## config.mk

```make
export PLATFORM = sky130hd
export DESIGN_NAME = mem_dma_master
export DESIGN_NICKNAME = d
export VERILOG_FILES = /design/src/rtl/soc_bus_pkg.sv /design/src/rtl/native_bus_xact.sv /design/src/rtl/mem_dma_master.sv
export SDC_FILE = /design/constraint.sdc
export NUM_CORES = 1
export LEC_CHECK = 0
export ABC_AREA = 0
export BUFFER_PORTS_ARGS = -buffer_cell sky130_fd_sc_hd__buf_2
export CORE_ASPECT_RATIO = 0.5
export CORE_MARGIN = 2
export CORE_UTILIZATION = 30
export CTS_BUF_LIST = sky130_fd_sc_hd__clkbuf_2 sky130_fd_sc_hd__clkbuf_4 sky130_fd_sc_hd__clkbuf_8
export DETAILED_ROUTE_END_ITERATION = 8
export PLACE_DENSITY = 0.51
export SLEW_MARGIN = 0
export SYNTH_ARGS = -nofsm -noshare
export SYNTH_HDL_FRONTEND = slang
export SYNTH_SLANG_ARGS = --single-unit
```

## constraint.sdc

```tcl
create_clock -name clk -period 1.9 [get_ports clk]
set_clock_uncertainty 0.1 [all_clocks]
set_input_delay 0.095 -clock clk [delete_from_list [all_inputs] [get_ports clk]]
set_output_delay 0.095 -clock clk [all_outputs]
set_load 0.02 [all_outputs]
```

## src/rtl/soc_bus_pkg.sv

```systemverilog
// Shared definitions for the native memory bus: widths, strobes, DMA FSM states
// and a small address helper. Also used by the RAM/IO responders.
package soc_bus_pkg;

  localparam int ADDR_W     = 32;
  localparam int DATA_W     = 32;
  localparam int STRB_W     = 4;
  localparam int WORD_BYTES = 4;

  localparam logic [STRB_W-1:0] WSTRB_ALL  = 4'b1111;
  localparam logic [STRB_W-1:0] WSTRB_NONE = 4'b0000;

  // Copy sequencer states; each REQ state is followed by a one-cycle gap so
  // responders always see a fresh rising edge of mem_valid.
  typedef enum logic [2:0] {
    ST_IDLE,
    ST_RD_REQ,
    ST_RD_GAP,
    ST_WR_REQ,
    ST_WR_GAP,
    ST_FIN,
    ST_ABORT
  } dma_state_t;

  // Clear the byte offset so every access is word aligned.
  function automatic logic [ADDR_W-1:0] word_align(input logic [ADDR_W-1:0] a);
    return a & ~ADDR_W'(WORD_BYTES - 1);
  endfunction

endpackage

```

## src/rtl/native_bus_xact.sv

```systemverilog
// Single-transaction initiator for the native memory bus. While req is high the
// request is presented on mem_*; ack marks the mem_ready cycle, tout marks the
// last cycle the request may wait before the owner abandons it. The read word is
// captured only in the ready cycle and held for the following write.
module native_bus_xact
  import soc_bus_pkg::*;
#(
  parameter int TIMEOUT = 1023
) (
  input  logic              clk,
  input  logic              reset,
  input  logic              req,
  input  logic              write,
  input  logic [ADDR_W-1:0] addr,
  input  logic [DATA_W-1:0] wdata,
  output logic              mem_valid,
  output logic              mem_instr,
  output logic [ADDR_W-1:0] mem_addr,
  output logic [DATA_W-1:0] mem_wdata,
  output logic [STRB_W-1:0] mem_wstrb,
  input  logic              mem_ready,
  input  logic [DATA_W-1:0] mem_rdata,
  output logic              ack,
  output logic              tout,
  output logic [DATA_W-1:0] rdata
);

  localparam int TW = $clog2(TIMEOUT + 1);

  logic [TW-1:0]     tcnt_reg;
  logic [DATA_W-1:0] rdata_reg;

  // Bus outputs are zero whenever no request is outstanding.
  always_comb begin
    mem_valid = req;
    mem_instr = 1'b0;
    mem_addr  = req ? addr : '0;
    mem_wdata = (req && write) ? wdata : '0;
    mem_wstrb = (req && write) ? WSTRB_ALL : WSTRB_NONE;
    ack       = req && mem_ready;
    // tcnt_reg counts cycles already spent waiting, so this fires in the
    // TIMEOUT-th cycle of mem_valid and the request drops right after it.
    tout      = req && !mem_ready && (tcnt_reg == TW'(TIMEOUT - 1));
    rdata     = rdata_reg;
  end

  // Wait-cycle counter restarts for every new request.
  always_ff @(posedge clk) begin
    if (reset || !req || mem_ready) begin
      tcnt_reg <= '0;
    end else begin
      tcnt_reg <= tcnt_reg + 1'b1;
    end
  end

  // Capture read data only in the completing cycle of a read.
  always_ff @(posedge clk) begin
    if (reset) begin
      rdata_reg <= '0;
    end else if (ack && !write) begin
      rdata_reg <= mem_rdata;
    end
  end

endmodule

```

## src/rtl/mem_dma_master.sv

```systemverilog
// Word-copy DMA engine on the native memory bus. A start pulse in IDLE samples
// source, destination and length; words are then read and written one at a
// time, with a single idle cycle after every transfer.
module mem_dma_master
  import soc_bus_pkg::*;
#(
  parameter int LEN_W   = 16,
  parameter int TIMEOUT = 1023
) (
  input  logic              clk,
  input  logic              reset,
  input  logic [31:0]       cfg_src,
  input  logic [31:0]       cfg_dst,
  input  logic [LEN_W-1:0]  cfg_len,
  input  logic              start,
  output logic              busy,
  output logic              done,
  output logic              error,
  output logic [LEN_W-1:0]  words_done,
  output logic              mem_valid,
  output logic              mem_instr,
  output logic [31:0]       mem_addr,
  output logic [31:0]       mem_wdata,
  output logic [3:0]        mem_wstrb,
  input  logic              mem_ready,
  input  logic [31:0]       mem_rdata
);

  dma_state_t        state_reg, state_next;
  logic [31:0]       src_ptr_reg, src_ptr_next;
  logic [31:0]       dst_ptr_reg, dst_ptr_next;
  logic [LEN_W-1:0]  remaining_reg, remaining_next;
  logic [LEN_W-1:0]  words_done_reg, words_done_next;
  logic              error_reg, error_next;

  logic              xact_req;
  logic              xact_write;
  logic [31:0]       xact_addr;
  logic              xact_ack;
  logic              xact_tout;
  logic [31:0]       xact_rdata;

  native_bus_xact #(
    .TIMEOUT (TIMEOUT)
  ) u_xact (
    .clk       (clk),
    .reset     (reset),
    .req       (xact_req),
    .write     (xact_write),
    .addr      (xact_addr),
    .wdata     (xact_rdata),
    .mem_valid (mem_valid),
    .mem_instr (mem_instr),
    .mem_addr  (mem_addr),
    .mem_wdata (mem_wdata),
    .mem_wstrb (mem_wstrb),
    .mem_ready (mem_ready),
    .mem_rdata (mem_rdata),
    .ack       (xact_ack),
    .tout      (xact_tout),
    .rdata     (xact_rdata)
  );

  // Sequencer: next state, pointer/count updates and status outputs.
  always_comb begin
    state_next      = state_reg;
    src_ptr_next    = src_ptr_reg;
    dst_ptr_next    = dst_ptr_reg;
    remaining_next  = remaining_reg;
    words_done_next = words_done_reg;
    error_next      = error_reg;
    xact_req        = 1'b0;
    xact_write      = 1'b0;
    xact_addr       = src_ptr_reg;
    busy            = 1'b0;
    done            = 1'b0;

    case (state_reg)
      ST_IDLE: begin
        if (start) begin
          src_ptr_next    = word_align(cfg_src);
          dst_ptr_next    = word_align(cfg_dst);
          remaining_next  = cfg_len;
          words_done_next = '0;
          error_next      = 1'b0;
          // A zero-length copy still reports completion, without bus traffic.
          state_next      = (cfg_len == '0) ? ST_FIN : ST_RD_REQ;
        end
      end
      ST_RD_REQ: begin
        busy     = 1'b1;
        xact_req = 1'b1;
        if (xact_ack) begin
          src_ptr_next = src_ptr_reg + 32'(WORD_BYTES);
          state_next   = ST_RD_GAP;
        end else if (xact_tout) begin
          error_next = 1'b1;
          state_next = ST_ABORT;
        end
      end
      ST_RD_GAP: begin
        busy       = 1'b1;
        state_next = ST_WR_REQ;
      end
      ST_WR_REQ: begin
        busy       = 1'b1;
        xact_req   = 1'b1;
        xact_write = 1'b1;
        xact_addr  = dst_ptr_reg;
        if (xact_ack) begin
          dst_ptr_next    = dst_ptr_reg + 32'(WORD_BYTES);
          remaining_next  = remaining_reg - 1'b1;
          words_done_next = words_done_reg + 1'b1;
          state_next      = ST_WR_GAP;
        end else if (xact_tout) begin
          error_next = 1'b1;
          state_next = ST_ABORT;
        end
      end
      ST_WR_GAP: begin
        busy       = 1'b1;
        state_next = (remaining_reg != '0) ? ST_RD_REQ : ST_FIN;
      end
      ST_FIN: begin
        done       = 1'b1;
        state_next = ST_IDLE;
      end
      ST_ABORT: begin
        done       = 1'b1;
        state_next = ST_IDLE;
      end
      default: begin
        state_next = ST_IDLE;
      end
    endcase
  end

  // State and datapath registers; reset always wins over start.
  always_ff @(posedge clk) begin
    if (reset) begin
      state_reg      <= ST_IDLE;
      src_ptr_reg    <= '0;
      dst_ptr_reg    <= '0;
      remaining_reg  <= '0;
      words_done_reg <= '0;
      error_reg      <= 1'b0;
    end else begin
      state_reg      <= state_next;
      src_ptr_reg    <= src_ptr_next;
      dst_ptr_reg    <= dst_ptr_next;
      remaining_reg  <= remaining_next;
      words_done_reg <= words_done_next;
      error_reg      <= error_next;
    end
  end

  assign error      = error_reg;
  assign words_done = words_done_reg;

endmodule
```

# Word level (Yosys, flattened, before mapping)
# Index checks and enable logic that the tools add are counted.
[totals] register_bits=142 inputBits=116 output_inout_bits=89 wordCells=78
[op_classes] n_addsub=5 eq_ne=12 mux=31 n_reduce_logical=22
[op_table] operator="$mux W32" n=7
[op_table] operator="$pmux W32 S2" n=2
[op_table] operator="$add A32 B3 Y32 const B" n=2
[op_table] operator="$mux W16" n=4
[op_table] operator="$pmux W16 S2" n=2
[op_table] operator="$mux W3" n=6
[op_table] operator="$add A16 B1 Y16 const B" n=1
[op_table] operator="$logic_not A16 Y1" n=1
[op_table] operator="$reduce_bool A16 Y1" n=1
[op_table] operator="$sub A16 B1 Y16 const B" n=1
[op_table] operator="$pmux W3 S5" n=1
[op_table] operator="$add A10 B1 Y10 const B" n=1
[op_table] operator="$eq A10 B10 Y1 const B" n=1
[op_table] operator="$eq A3 B3 Y1 const B" n=3
[op_table] operator="$mux W1" n=7
[op_table] operator="$eq A3 B2 Y1 const B" n=2
[op_table] operator="$ne A2 B1 Y1 const B" n=3
[op_table] operator="$reduce_and A3 Y1" n=2
[op_table] operator="$reduce_bool A2 Y1" n=3
[op_table] operator="$logic_and A1 B1 Y1" n=5
[op_table] operator="$mux W4" n=1
[op_table] operator="$ne A2 B2 Y1 const B" n=2
[op_table] operator="$reduce_and A4 Y1" n=1
[op_table] operator="$reduce_or A2 Y1" n=2
[op_table] operator="6 further kinds" n=9

# Depth between registers and ports, before layout
# Gate-level depths: netlist of run 1.
[depth] ltp_word=8 depth_mapped=9 depth_no_buf=7

# Hierarchy
# A second synthesis of run 1 with hierarchy kept.
[unflattened] hier_cells=1125 area_unflattened_um2=8150.3
[by_module_without_submodules] module="mem_dma_master" instances=1 cells_per_inst=852 area_per_inst_um2=6099.6 seq_area_each_um2=1921.8
[by_module_without_submodules] module="native_bus_xact" instances=1 cells_per_inst=273 area_per_inst_um2=2050.7 seq_area_each_um2=840.8

# Worst setup path before layout of run 1
# No wires, ideal clock.
[synth_timing] path_type="register -> register" from="register src_ptr_reg[2]" to="register src_ptr_reg[30]" setup_ns=0.114 arrival_ns=1.789 t_required_ns=1.686 setup_slack_ns=-0.103 path_stages_with_launch=7 path_buffers=0 synth_period_minus_slack_ns=2.003 cell_sequence="dfxtp_1 > ha_1 > nand3_1 > nor4_4 > nand3_1 > mux2_1 > a21o_1"
[synth_between] elab_chain_cells=3
[synth_rtl] item="start, declared" line_no="mem_dma_master.sv:30" source="logic [31:0] src_ptr_reg, src_ptr_next;"
[synth_rtl] item="start signal, assigned" line_no="mem_dma_master.sv:149" source="src_ptr_reg <= src_ptr_next;"
[synth_rtl] item="$add A32 B3 Y32" line_no="mem_dma_master.sv:94" source="src_ptr_next = src_ptr_reg + 32'(WORD_BYTES);"
[synth_rtl] item="$mux W32" line_no="mem_dma_master.sv:93" source="if (xact_ack) begin"
[synth_rtl] item="$pmux W32 S2" line_no="mem_dma_master.sv:78" source="case (state_reg)"
# No other way between the ends. The select of a mux whose other input is x is not followed.
# A chain may end at the register's enable or synchronous reset.

# Final worst setup path of run 1
[layout_timing] from="register state_reg[1]" to="output port mem_wdata[8]"
[layout_between] elab_chain_cells=5 word_cells_on_any_way=7 classes_between="2 x eq/ne; 3 x mux; 2 x reduce/logical"
[layout_rtl] item="start, declared" line_no="mem_dma_master.sv:29" source="dma_state_t state_reg, state_next;"
[layout_rtl] item="start signal, assigned" line_no="mem_dma_master.sv:148" source="state_reg <= state_next;"
[layout_rtl] item="$eq A3 B2 Y1 or $eq A3 B1 Y1 (tied branches)" line_no="mem_dma_master.sv:78"
[layout_rtl] item="$reduce_or A2 Y1 (no line)"
[layout_rtl] item="$mux W1" line_no="mem_dma_master.sv:78"
[layout_rtl] item="$logic_and A1 B1 Y1 *" line_no="native_bus_xact.sv:38" source="mem_wdata = (req && write) ? wdata : '0;"
[layout_rtl] item="$mux W32 *" line_no="native_bus_xact.sv:38"
[layout_rtl] item="end, declared" line_no="mem_dma_master.sv:23" source="output logic [31:0] mem_wdata,"
# Every way passes the cells marked *; elsewhere a longest branch is shown, timed or not.

==> results of run 1 <==
-- Yosys cell counts (all sizes together), types with 10 or more instances --
cell type	number	area (sq um)
nand2	153	574.3
dfxtp	138	2763
nor2	120	452.9
a21oi	91	466.7
clkbuf	53	219.0
o21ai	49	245.2
mux2i	41	410.4
nand3	41	205.2
and2	40	250.2
buf	30	168.9
nand4	27	168.9
nor3	25	135.1
nor4	18	140.1
a211oi	15	112.6
and3	14	87.58
inv	14	52.55
xnor2	13	113.9
xor2	13	113.9
a311oi	11	96.34
or3	10	68.82
-- cell families after synthesis --
logic type,share of synthesized area [%]
AO/OA/AOI/OAI,20.17
XOR/XNOR,2.868
adder cells (fa/ha/maj),1.103
buffers and inverters,5.548
flip-flops,34.80
multiplexers,5.311
other,0.04724
AND/OR/NAND/NOR,30.15
-- tightest hold or removal path: cells and delay by family --
kind / cells / cell delay [ns]
buffers and inverters: 1 / 0.17
and+or+nand+nor: 1 / 0.15
AOI/OAI and AO/OA: 1 / 0.11
muxes: 1 / 0.07
-- metrics by stage --
step / TNS, ns / utilization [%] / cell area, sq um / std cells
global route: -4.816 / 50.73 / 13300 / 1835
global placement: -0.1253 / 39.05 / 10240 / 1664
CTS: -2.478 / 47.43 / 12440 / 1820
floorplan: -0.07021 / - / 7956 / 1049
detailed placement: -0.5104 / 39.05 / 10240 / 1664
finish: -0.7050 / 50.73 / 13300 / 1835
-- routing by layer --
layer  wire (microns)  track usage, %  share of wire (%)
met1            14000           27.87                 43
met4              850           8.307                2.6
met2            15950           37.37                 49
met3             1901           4.478                5.8
met5                0               0                  0
-- what timing repair did --
action	in CTS	in global routing
pin swaps	6	25
endpoints found under the setup margin	96	137
gates resized for setup	146	155
hold endpoints to repair	110	0
buffers inserted	11	9
hold buffers	110	0
cloned	4	6
-- final timing paths --
| kind | cells after the start | end |
|---|---|---|
| worst max-delay path | 6 | mem_wdata[8] |
| worst min-delay path | 4 | dst_ptr_reg[11] |
| worst max register to register | 4 | state_reg[2] |
| worst min register to register | 2 | u_xact.rdata[17] |
-- report_power, final --
part,total (mW),internal (mW),switching [mW]
Sequential,3.24,3.07,0.166
Clock,2.57,1.31,1.26
Combinational,2.35,1.17,1.18
-- layout make-up --
cell class	count	share of cell area [%]
multi-input cells	814	40.53
repair buffers	486	31.85
flip-flops and latches	138	20.89
well taps	352	3.310
clock buffers	19	1.872
clock inverters	12	1.129
inverters	14	0.4138
==> run metrics, run 1 <==
status=complete, but fails checks; failing checks=setup timing; asr flop ratio synth=0%; number of synthesized register bits=138; Critical Path Start=state_reg[1]; via count=9,649; width of the die=234.1 microns; Crit path top cell by count=buf_6; average wire per standard cell=17.82 microns; Hold Vio Cnt, Final=0; num ports=205; Multi-input gate area=0.005393 sq mm; final setup vio count=32; initial antenna violation count=0; CP required=1.70 ns; Ys Warns=0; detailed-route wire length=32,700 microns; DIE AREA=0.02786 sq mm; Nets=1,594; max reg flops=32; DP HPWL=21,330 microns; total CTS buffers=17; critical path capture point type=primary output; register area=0.002779 sq mm; largest delay contributor family on the critical path=buffers and inverters; Core ar.=0.02622 sq mm; Port Buffers=197; CTS tree=yes; most frequent cells in the layout=155 x buf_4, 149 x nand2_1, 131 x dfxtp_1, 131 x buf_2, 110 x dlygate4sd3_1; ANT cells=0; FILL cells=2,409; drc violations=0; fmax=515.3 MHz; maximum number of pins on one net before global-route repair=51; share of post-route cells with drive strength above 1=36.41%; Seq/Total Area, Yosys=34.80%; height of the die=119.0 microns; grt ovf=0; Initial Util=30.27%; initial DRC count=939; worst r2r src=remaining_reg[12]; vias per std cell=5.258; Netlist cell types=77; Tcrit/Tclk final=102.1%; worst hold slack=0.06016 ns; P per Cell Area=613.6 mW/mm^2; critical-path cell list=buf_6 -> nand3b_1 -> inv_4 -> buf_12 -> and2_1 -> buf_6; gp weighted congestion=0.8819; Setup CP Type=reg2out; clock sinks=138; Post-Syn Instances=1,047; RSZ-0062 raised after global routing=true; num rows=42; CP arrival=1.75 ns; fin worst setup slack=-0.04059 ns; Area Overhead vs Synth=67.58%; GRT Overall Usage=22.17%; top_reg_cell synth=dfxtp_1; min Tclk post-route=1.941 ns; Slew Limit Fails=0; maxcap violations=0; CTS root buf=clkbuf_8; Worst Min Path Start=mem_ready; Pre-antenna DRT Iters=5; CP bufs+invs=4; register-to-register setup slack=-0.04 ns; Tot Pwr=8.164 mW; Detail Route Antenna Nets=0; startpoint class of the critical path=register; worst slack, placed=-0.1046 ns; worst stage delay on the critical path=0.39 ns; mean area per synthesized cell=7.582 sq um; EDFF count, synth=0; Worst-path clk slew=0.08 ns; Worst-Skew Late Latency=0.48 ns; most common cell after layout, fill and taps aside=buf_4; Mapped Area=0.007939 sq mm; Max IR drop VDD=0.3730 mV; H-tree levels=4; top fanout value on the critical path=17; HP Class=in2reg; LEAKAGE=5.377 nW; vias in the first global route=9,244; clock buffer depth=2; global-route wire length before repair=48,600 microns; Slowest cell on crit path=dfxtp_4
(Power assumes the default switching activity.)
==> run 2: changes to the inputs <==
--- a/config.mk
+++ b/config.mk
@@ -9,10 +9,10 @@
 export BUFFER_PORTS_ARGS = -buffer_cell sky130_fd_sc_hd__buf_2
 export CORE_ASPECT_RATIO = 0.5
 export CORE_MARGIN = 2
-export CORE_UTILIZATION = 30
+export CORE_UTILIZATION = 50
 export CTS_BUF_LIST = sky130_fd_sc_hd__clkbuf_2 sky130_fd_sc_hd__clkbuf_4 sky130_fd_sc_hd__clkbuf_8
 export DETAILED_ROUTE_END_ITERATION = 8
-export PLACE_DENSITY = 0.51
+export PLACE_DENSITY = 0.78
 export SLEW_MARGIN = 0
 export SYNTH_ARGS = -nofsm -noshare
 export SYNTH_HDL_FRONTEND = slang
==> run metrics, run 2 (synthesis gave the netlist of run 1 again) <==
status=complete, but fails checks; failing checks=DRC, setup timing; Comb pwr share=29.1%; FILL cells=713; HP Class=in2reg; register area=0.002783 sq mm; CTS tree=yes; vias in the first global route=9,847; grt ovf=0; CTS root buf=clkbuf_8; fmax=435.7 MHz; gp weighted congestion=0.9469; most common cell after layout, fill and taps aside=buf_2; num ports=205; maxcap violations=0; Tot Pwr=8.572 mW; routed length on met3=5739 microns; max_slew headroom=56.59%; vias per std cell=6.839; Initial Util=51.37%; RSZ-0062 raised after global routing=true; width of the die=182.2 microns; max reg flops=32; P per Cell Area=656.3 mW/mm^2; Area Overhead vs Synth=64.52%; num rows=32; Multi-input gate area=0.005448 sq mm; Tcrit/Tclk final=120.8%; Max IR drop VDD=0.4826 mV; ANT cells=0; Core ar.=0.01545 sq mm; clock buffer depth=2; H-tree levels=4; critical path capture point type=register; Port Buffers=197; sequential share of power=38.4%; drc violations=18; Setup CP Type=reg2reg; Nets=1,587; final setup vio count=115; share of post-route cells with drive strength above 1=38.39%; CP required=2.15 ns; Slew Limit Fails=0; Hold Vio Cnt, Final=0; met1 WL=13,570 microns; most frequent cells in the layout=162 x buf_2, 148 x nand2_1, 126 x dfxtp_1; GRT Overall Usage=35.24%; fin worst setup slack=-0.3950 ns; routed wl met2=17,570 microns; DP HPWL=18,410 microns; height of the die=93.10 microns; DIE AREA=0.01696 sq mm; total CTS buffers=17; top fanout value on the critical path=4; via count=11,500; LEAKAGE=5.421 nW; Clock Power Share=32.5%; worst hold slack=0.01349 ns; startpoint class of the critical path=register; initial antenna violation count=1; average wire per standard cell=24.31 microns; detailed-route wire length=40,860 microns; Worst-path clk slew=0.09 ns; Worst-Margin Slew=0.6504 ns; initial DRC count=2,297; uppermost routed layer=met5; NetSw=3.008 mW; CP arrival=2.54 ns; Detail Route Antenna Nets=0; clock sinks=138; global-route wire length before repair=47,890 microns; P_int=5.563 mW; min Tclk post-route=2.295 ns; Pre-antenna DRT Iters=9; Sw Share=35.10%; Worst-Skew Late Latency=0.48 ns; maximum number of pins on one net before global-route repair=99
run 2: changes by cell type in the layout (fill, tap and decap cells not counted), moves of 5 or more:
cell and delta:
buf_12 -6, a21oi_2 +5, and2_4 +11, and2_1 -10, nor2_1 +14, dfxtp_1 -5
nor2_4 -13, dfxtp_2 +6, mux2i_4 -9, buf_4 -30, buf_2 +31, a21oi_1 -5
mux2i_2 +5, buf_6 -8
run 2: critical path, stage by stage (launching register included):
cell	delay, ns
dfxtp_1	0.36
nand4_1	0.20
buf_4	0.22
nor2_1	0.49
nor4b_4	0.37
mux2i_2	0.31
o21ai_1	0.13
run 2: layer usage:
| metal | up-vias | global-route usage [%] |
|---|---|---|
| li1 | 4590 | - |
| met1 | 5166 | 40.88 |
| met2 | 1268 | 60.18 |
| met3 | 471 | 9.229 |
| met4 | 2 | 19.49 |
| met5 | - | 0 |
run 2: cell type report:
| class | count | share of cell area (%) |
|---|---|---|
| repair buffers | 479 | 31.33 |
| clock buffers | 18 | 1.849 |
| inverters | 14 | 0.4215 |
| clock inverters | 14 | 1.427 |
| well taps | 204 | 1.954 |
| multi-input cells | 814 | 41.71 |
| flip-flops and latches | 138 | 21.30 |
run 2: timing repair:
action | in CTS | in global routing
endpoints found under the hold margin | 108 | 0
pin swaps | 14 | 57
gates cloned | 4 | 12
hold buffers | 109 | 0
resized for setup | 128 | 157
buffers inserted | 11 | 25
setup endpoints to repair | 84 | 128
run 2: per-stage QoR:
step	setup WS [ns]	TNS, ns	area (sq um)	cells	utilization, %
3_5_place_dp	-0.08322	-0.2386	9843	1491	63.69
5_1_grt	-0.4406	-13.77	13060	1681	84.51
2_1_floorplan	-0.04827	-0.07021	7956	1049	-
6_report	-0.3950	-10.22	13060	1681	84.51
4_1_cts	-0.07287	-1.649	11960	1647	77.40
3_3_place_gp	-0.07634	-0.07634	9843	1491	63.69
run 2: power groups by stage:
stage	combinational, mW	clock [mW]	sequential [mW]
5_1_grt	2.57	2.87	3.29
2_1_floorplan	0.909	0	3.28
6_report	2.50	2.78	3.29
3_5_place_dp	1.60	0	3.29
3_3_place_gp	1.56	0	3.28
4_1_cts	1.85	2.68	3.22
run 2: path summary, 6_finish.rpt:
check / start / end / slack, ns / cells after the start
worst max-delay path: dst_ptr_reg[18] / dst_ptr_reg[27] / -0.40 / 6
worst min-delay path: cfg_src[23] / src_ptr_reg[23] / 0.01 / 4
worst max register to register: dst_ptr_reg[18] / dst_ptr_reg[27] / -0.40 / 6
worst min register to register: u_xact.rdata[1] / u_xact.rdata[1] / 0.36 / 2
